## src/rtl/regfile_mp.sv

```systemverilog
// regfile_mp: multi-port register file with combinational reads, synchronous
// writes, write-to-read bypass (highest write port wins) and a sequential
// clear engine that zeroes every entry after reset or on request.
// Optional feature macro: REGFILE_ZERO_REG_EN (entry 0 hardwired to zero).
module regfile_mp #(
    parameter int DATA_W = 32,
    parameter int ADDR_W = 5,
    parameter int NUM_RD = 2,
    parameter int NUM_WR = 2
) (
    input  logic                     clk_i,
    input  logic                     rst_n_i,
    input  logic [NUM_RD*ADDR_W-1:0] rd_addr_i,
    output logic [NUM_RD*DATA_W-1:0] rd_data_o,
    input  logic [NUM_WR-1:0]        wr_en_i,
    input  logic [NUM_WR*ADDR_W-1:0] wr_addr_i,
    input  logic [NUM_WR*DATA_W-1:0] wr_data_i,
    input  logic                     clr_req_i,
    output logic                     ready_o
);

    localparam int DEPTH = 1 << ADDR_W;
    localparam logic [ADDR_W-1:0] LAST_IDX = ADDR_W'(DEPTH - 1);

`ifdef REGFILE_ZERO_REG_EN
    localparam bit ZERO_REG = 1'b1;
`else
    localparam bit ZERO_REG = 1'b0;
`endif

    typedef enum logic {
        S_CLEAR,
        S_READY
    } state_t;

    state_t              r_state;
    state_t              w_state_nxt;
    logic [ADDR_W-1:0]   r_clr_cnt;
    logic [ADDR_W-1:0]   w_clr_cnt_nxt;
    logic [DATA_W-1:0]   r_mem [DEPTH];
    logic [NUM_WR-1:0]   w_wr_ok;
    logic [NUM_RD*DATA_W-1:0] w_rd_data;

    // State register and clear counter; reset restarts the clear from entry 0
    always_ff @(posedge clk_i or negedge rst_n_i) begin
        if (!rst_n_i) begin
            r_state   <= S_CLEAR;
            r_clr_cnt <= '0;
        end else begin
            r_state   <= w_state_nxt;
            r_clr_cnt <= w_clr_cnt_nxt;
        end
    end

    // Next-state logic: walk the counter through every entry, then go READY
    always_comb begin
        w_state_nxt   = r_state;
        w_clr_cnt_nxt = r_clr_cnt;
        case (r_state)
            S_CLEAR: begin
                if (r_clr_cnt == LAST_IDX) begin
                    w_state_nxt   = S_READY;
                    w_clr_cnt_nxt = '0;
                end else begin
                    w_clr_cnt_nxt = r_clr_cnt + 1'b1;
                end
            end
            S_READY: begin
                if (clr_req_i) begin
                    w_state_nxt   = S_CLEAR;
                    w_clr_cnt_nxt = '0;
                end
            end
            default: begin
                w_state_nxt   = S_CLEAR;
                w_clr_cnt_nxt = '0;
            end
        endcase
    end

    // Effective write enables: only in READY, and never to the hardwired zero entry
    always_comb begin
        w_wr_ok = '0;
        for (int j = 0; j < NUM_WR; j++) begin
            w_wr_ok[j] = wr_en_i[j] && (r_state == S_READY) &&
                         !(ZERO_REG && (wr_addr_i[j*ADDR_W +: ADDR_W] == '0));
        end
    end

    // Storage update: clear engine in CLEAR, otherwise ports in ascending order so the highest index wins
    always_ff @(posedge clk_i) begin
        if (r_state == S_CLEAR) begin
            r_mem[r_clr_cnt] <= '0;
        end else begin
            for (int j = 0; j < NUM_WR; j++) begin
                if (w_wr_ok[j]) begin
                    r_mem[wr_addr_i[j*ADDR_W +: ADDR_W]] <= wr_data_i[j*DATA_W +: DATA_W];
                end
            end
        end
    end

    // Read path: stored value overridden by same-cycle writes, forced to zero in CLEAR
    always_comb begin
        w_rd_data = '0;
        if (r_state == S_READY) begin
            for (int k = 0; k < NUM_RD; k++) begin
                w_rd_data[k*DATA_W +: DATA_W] = r_mem[rd_addr_i[k*ADDR_W +: ADDR_W]];
                for (int j = 0; j < NUM_WR; j++) begin
                    if (w_wr_ok[j] &&
                        (wr_addr_i[j*ADDR_W +: ADDR_W] == rd_addr_i[k*ADDR_W +: ADDR_W])) begin
                        w_rd_data[k*DATA_W +: DATA_W] = wr_data_i[j*DATA_W +: DATA_W];
                    end
                end
                if (ZERO_REG && (rd_addr_i[k*ADDR_W +: ADDR_W] == '0)) begin
                    w_rd_data[k*DATA_W +: DATA_W] = '0;
                end
            end
        end
    end

    assign rd_data_o = w_rd_data;
    assign ready_o   = (r_state == S_READY);

endmodule
```

## config.mk

```make
export PLATFORM = sky130hd
export DESIGN_NAME = regfile_mp
export DESIGN_NICKNAME = d
export VERILOG_FILES = /design/src/rtl/regfile_mp.sv
export SDC_FILE = /design/constraint.sdc
export NUM_CORES = 2
export LEC_CHECK = 0
export ABC_CLOCK_PERIOD_IN_PS = 5300
export BUFFER_PORTS_ARGS = -buffer_cell sky130_fd_sc_hd__buf_2
export CELL_PAD_IN_SITES_DETAIL_PLACEMENT = 1
export CELL_PAD_IN_SITES_GLOBAL_PLACEMENT = 1
export CORE_ASPECT_RATIO = 1.5
export CORE_UTILIZATION = 52
export DETAILED_ROUTE_END_ITERATION = 7
export GPL_ROUTABILITY_DRIVEN = 0
export PLACE_DENSITY = 0.83
export SLEW_MARGIN = 0
export SYNTH_ARGS = -nofsm -noshare
export SYNTH_HDL_FRONTEND = slang
export SYNTH_SLANG_ARGS = --single-unit
```

## constraint.sdc

```tcl
create_clock -name clk_i -period 5.3 [get_ports clk_i]
set_input_delay 0.265 -clock clk_i [delete_from_list [all_inputs] [get_ports clk_i]]
set_output_delay 0.265 -clock clk_i [all_outputs]
set_load 0.01 [all_outputs]
```

# Yosys cells after proc, flatten, opt, wreduce, memory -nomap -nowiden
# Memory sizes are Yosys's and may differ from the RTL's.
# Cells that the tools add are included.
# op_classes
addsub,1
eq_ne,6
muxes,21
bitwise_logic,1
reduce_logical,7
# op_table
op,count
$mux W32,5
$mux W64,1
$reduce_or A32 Y1,1
$eq A5 B5 Y1,4
$mux W5,3
$mux W1,10
$pmux W5 S2,1
$logic_and A1 B1 Y1,6
$add A5 B1 Y5 const B,1
$eq A5 B5 Y1 const B,1
$ne A2 B2 Y1 const B,1
$pmux W1 S2,1
$not A1 Y1,1
# totals
ff_bits,6
ram_bits,1024
in_bits,89
output_inout_bits,65
wordCells,39
mem_count,1
# mem_list
name,words,width,read_ports,rd_clocked_by_memory_dff,wr,line_no,text
r_mem,32,32,2,0,2,40,logic [DATA_W-1:0] r_mem [DEPTH];

# Depth between registers and ports, before layout
# depth
word_depth,6
mapped_depth,11
depth_no_buf,6

# Worst setup path before layout
# No wires, ideal clock.
# synth_path
path_kind,register to register
start,"reg r_state, in the netlist ready_o"
end,"mem r_mem[3][0], enable pin"
setup_time_ps,433
arrival_ps,3382
required_time_ps,4867
setup_slack_ps,1485
path_stages_with_launch,8
n_path_buf,3
synth_period_minus_slack_ps,3815
cell_sequence,dfrtp_1 > buf_2 > and2_1 > clkbuf_1 > buf_2 > mux2i_1 > nand3_1 > o22ai_1
# synth_lines
item,line_no,text
"start, declared",36,state_t r_state;
"start signal, assigned",50,r_state <= w_state_nxt;
"end, declared",40,

# Worst setup path after layout
# layout_path
start,in rd_addr_i[7]
end,out rd_data_o[61]
# layout_via
elab_chain_cells,5
elab_cells_between_ends,8
cone_classes,eq/ne (2); mux (3); reduce/logical (2); memory (1)
# layout_rtl
item,line_no,text
"start, declared",13,"input logic [NUM_RD*ADDR_W-1:0] rd_addr_i,"
"parallel branches: the longest is 3 deep, another holds $mem_v2 Z32 W32",n/a,
$mux W32 *,110,if (w_wr_ok[j] &&
$mux W64 *,106,if (r_state == S_READY) begin
"end, declared",14,"output logic [NUM_RD*DATA_W-1:0] rd_data_o,"
# Every way passes the cells marked *.

==> metrics.cfg <==
[power_and_ir_drop]
intPower_uw=16000
share_comb_of_total_power_pct=20.1
power_frac_seq_pct=45.0
pwr-share-clk_pct=34.8
vdd_drop_max_v=0.000327
p_per_area_nw_per_um2=352
p_leak_uw=0.0220
p_sw_share_pct=30.8
power_switching_uw=7120

[clock_tree]
cts.path.max_buffers=3
path_clk_slew_ns=0.07
clock_latency_ns=0.77
clockRootBuffer=clkbuf_16
cts_resized=0
ctsHtreeMaxLevel=3
cts_tree=built
numCtsBuffers=101
clock-sinks=1030

[route]
drt_first_iter_violations=8925
final_antenna_net_count=0
drcViolationCount=0
drt-vias-per-instance=7.94
drt-total-wl_um=270000
wl_per_cell_um=40.7
num_vias=52726
first_pass_iters=7

[timing]
setup_ws_ns=0.981
rsz0062_at_grt=false
finalMaxSlewViolations=0
fin_tns_setup_ns=0
finalCriticalPeriod_ns=4.32
fin_skew_ns=0.0254
maxSlewHeadroom_pct=0.148
finalCritPeriodShare_pct=81.5
clock.fmax_mhz=232
worst_slew_pin_slew_ns=1.48
hold_viol=0
setup_viol=0

[layout]
fillers=11526
register_area_sq_um=30900
layout-drive-gt1-share_pct=18.3
fin_util_pct=57.5
nNetsFinal=5092
area_growth_pct=9.65
multiInputGateArea_sq_um=27000

[outcome]
outcome=complete, but fails checks
violations=max-capacitance violations

[worst_setup_path]
cp.arrival_ns=4.05
start_kind=input port
worst-path-max-fanout=69
endpoint_kind=primary output
worst_ep_required_time_ns=5.04
worstSetupPathType=input port to primary output

[logic_synthesis]
ys_types=60
async_flop_share_pct=0.583
yosysSeqAreaShare_pct=51.4
synth_area_sq_um=60100
syn_inst=5248
synth_edf_count=1024
synth-seq-cells=1030
syn_area_per_cell_sq_um=11.4
synth_warnings=0
synthFlopType=edfxtp_1
synth_nets=5339

[min_path]
hp-class=input port to register

[global_route]
antenna_found_initial=8
first_global_vias=53594
grt_first_pass_wirelength_um=380000
overflow=0
grt_max_degree=104
grt_usage_pct=46.1

[die]
io_pins=154
coreArea_sq_um=114000
rows=152
dieArea_sq_um=117000
die_w_um=279
initial_utilization_pct=52.5
die_y_um=418

[place]
dp_hpwl_um=155000
io_buffer_count=153
pre_cts_slack_ns=1.52

[run]
cap_violations=2

## layer usage
layer	global-route usage [%]	vias up	wire length (um)
li1	-	19461	-
met1	51.5	25791	80100
met2	69.2	5488	118000
met3	15.1	1984	39000
met4	44.0	2	32600
met5	0	-	8
## flip-flops by register name, indices dropped and copies added (netlist names)
signal	cells
r_clr_cnt	5
r_mem	1024
ready_o	1
## cell type report
class	instances	share of cell area (%)
clock inverter	69	1.34
timing repair buffer	317	3.71
antenna	9	0.0342
clock buffer	121	4.05
multi-input combinational	3547	41.0
tap	1540	2.93
sequential	1030	46.9
inverter	4	0.0228
## kinds of logic after synthesis
logic type                 count (synthesis)  synth area share [%]
AOI/OAI and AO/OA                       1427                  14.1
and+or+nand+nor                         1373                  9.46
DFF                                     1030                  51.4
muxes                                    723                  19.8
buffers and inverters                    671                  4.91
xor gates and xnor gates                  22                 0.321
adders and majority gates                  2                0.0417
## through the flow
step / area [sq um] / hold slack (ns) / power, uW / instances
floorplan: 60100 / -0.0306 / 12800 / 5248
global placement: 62300 / 0.0995 / 14700 / 6435
detailed placement: 62300 / 0.0976 / 14900 / 6435
CTS: 65800 / 0.168 / 22800 / 6628
global route: 65800 / 0.205 / 23300 / 6628
finish: 65900 / 0.163 / 23200 / 6637
## placed cells by master, fill, tap and decap left out, types with 25 or more instances in the layout
cell          n
buf_4       132
clkinv_1     25
nor4_1       58
clkbuf_16   104
a211oi_1     31
o22a_1       30
nand2_1    1159
buf_2       146
and3_1       27
mux4_2      370
a22o_1       63
o221ai_1     62
nand3_1      31
mux2i_1     348
o21ai_0    1031
buf_12       31
a22oi_1      83
a221o_1      57
edfxtp_1   1024
## Yosys cell counts, types with 5 or more instances
cell type | n | area (sq um)
nand3_1 | 31 | 155
o221ai_1 | 62 | 543
o22ai_1 | 32 | 200
a21o_1 | 5 | 37.5
nor2b_1 | 7 | 43.8
o21bai_1 | 8 | 60.1
nand2_1 | 1160 | 4350
a211oi_1 | 31 | 233
a211o_1 | 6 | 52.6
buf_1 | 27 | 101
nand3b_1 | 6 | 45.0
nor3_1 | 6 | 30.0
nand4_1 | 5 | 31.3
mux4_2 | 370 | 8330
nor4_1 | 66 | 413
a221o_1 | 57 | 571
or3_1 | 5 | 31.3
clkbuf_1 | 455 | 1710
buf_4 | 21 | 158
nor2_1 | 32 | 120
a22o_1 | 63 | 552
o21ai_0 | 1031 | 5160
buf_2 | 144 | 721
and3_1 | 27 | 169
xnor2_1 | 18 | 158
a22oi_1 | 83 | 623
o22a_1 | 30 | 263
mux2i_1 | 348 | 3480
dfrtp_1 | 6 | 150
buf_6 | 15 | 169
mux2_2 | 5 | 56.3
edfxtp_1 | 1024 | 30700
a32oi_1 | 7 | 61.3
## critical path, cell delays in order
cell      delay, ns
buf_8          0.50
nor4bb_4       1.28
buf_4          0.55
a22oi_1        0.17
nand2_1        0.34
nor4_1         0.24
a221o_1        0.38
buf_2          0.14
## power by group through the flow
stage	combinational (uW)	sequential, uW	clock [uW]
3_5_place_dp	4350	10500	0
2_1_floorplan	2390	10400	0
6_report	4660	10400	8070
3_3_place_gp	4210	10500	0
5_1_grt	4660	10500	8230
4_1_cts	4420	10400	7970
## repair_timing
item                                   CTS  global route
hold buffers                             3             0
buffers inserted                         0             0
endpoints found under the hold margin   12             0
## final timing paths
| check | startpoint | to | slack (ns) | cells past startpoint |
|---|---|---|---|---|
| min reg2reg | r_clr_cnt[4] | r_clr_cnt[4] | 0.61 | 2 |
| max | rd_addr_i[7] | rd_data_o[61] | 0.98 | 8 |
| min | wr_data_i[36] | r_mem[2][4] | 0.16 | 3 |
| max in group asynchronous | rst_n_i | r_clr_cnt[3] | 4.65 | 3 |
| max reg2reg | ready_o | r_mem[12][22] | 1.38 | 7 |
| min in group asynchronous | rst_n_i | r_clr_cnt[4] | 0.42 | 3 |
No activity file was read; power rests on OpenSTA's default activity.
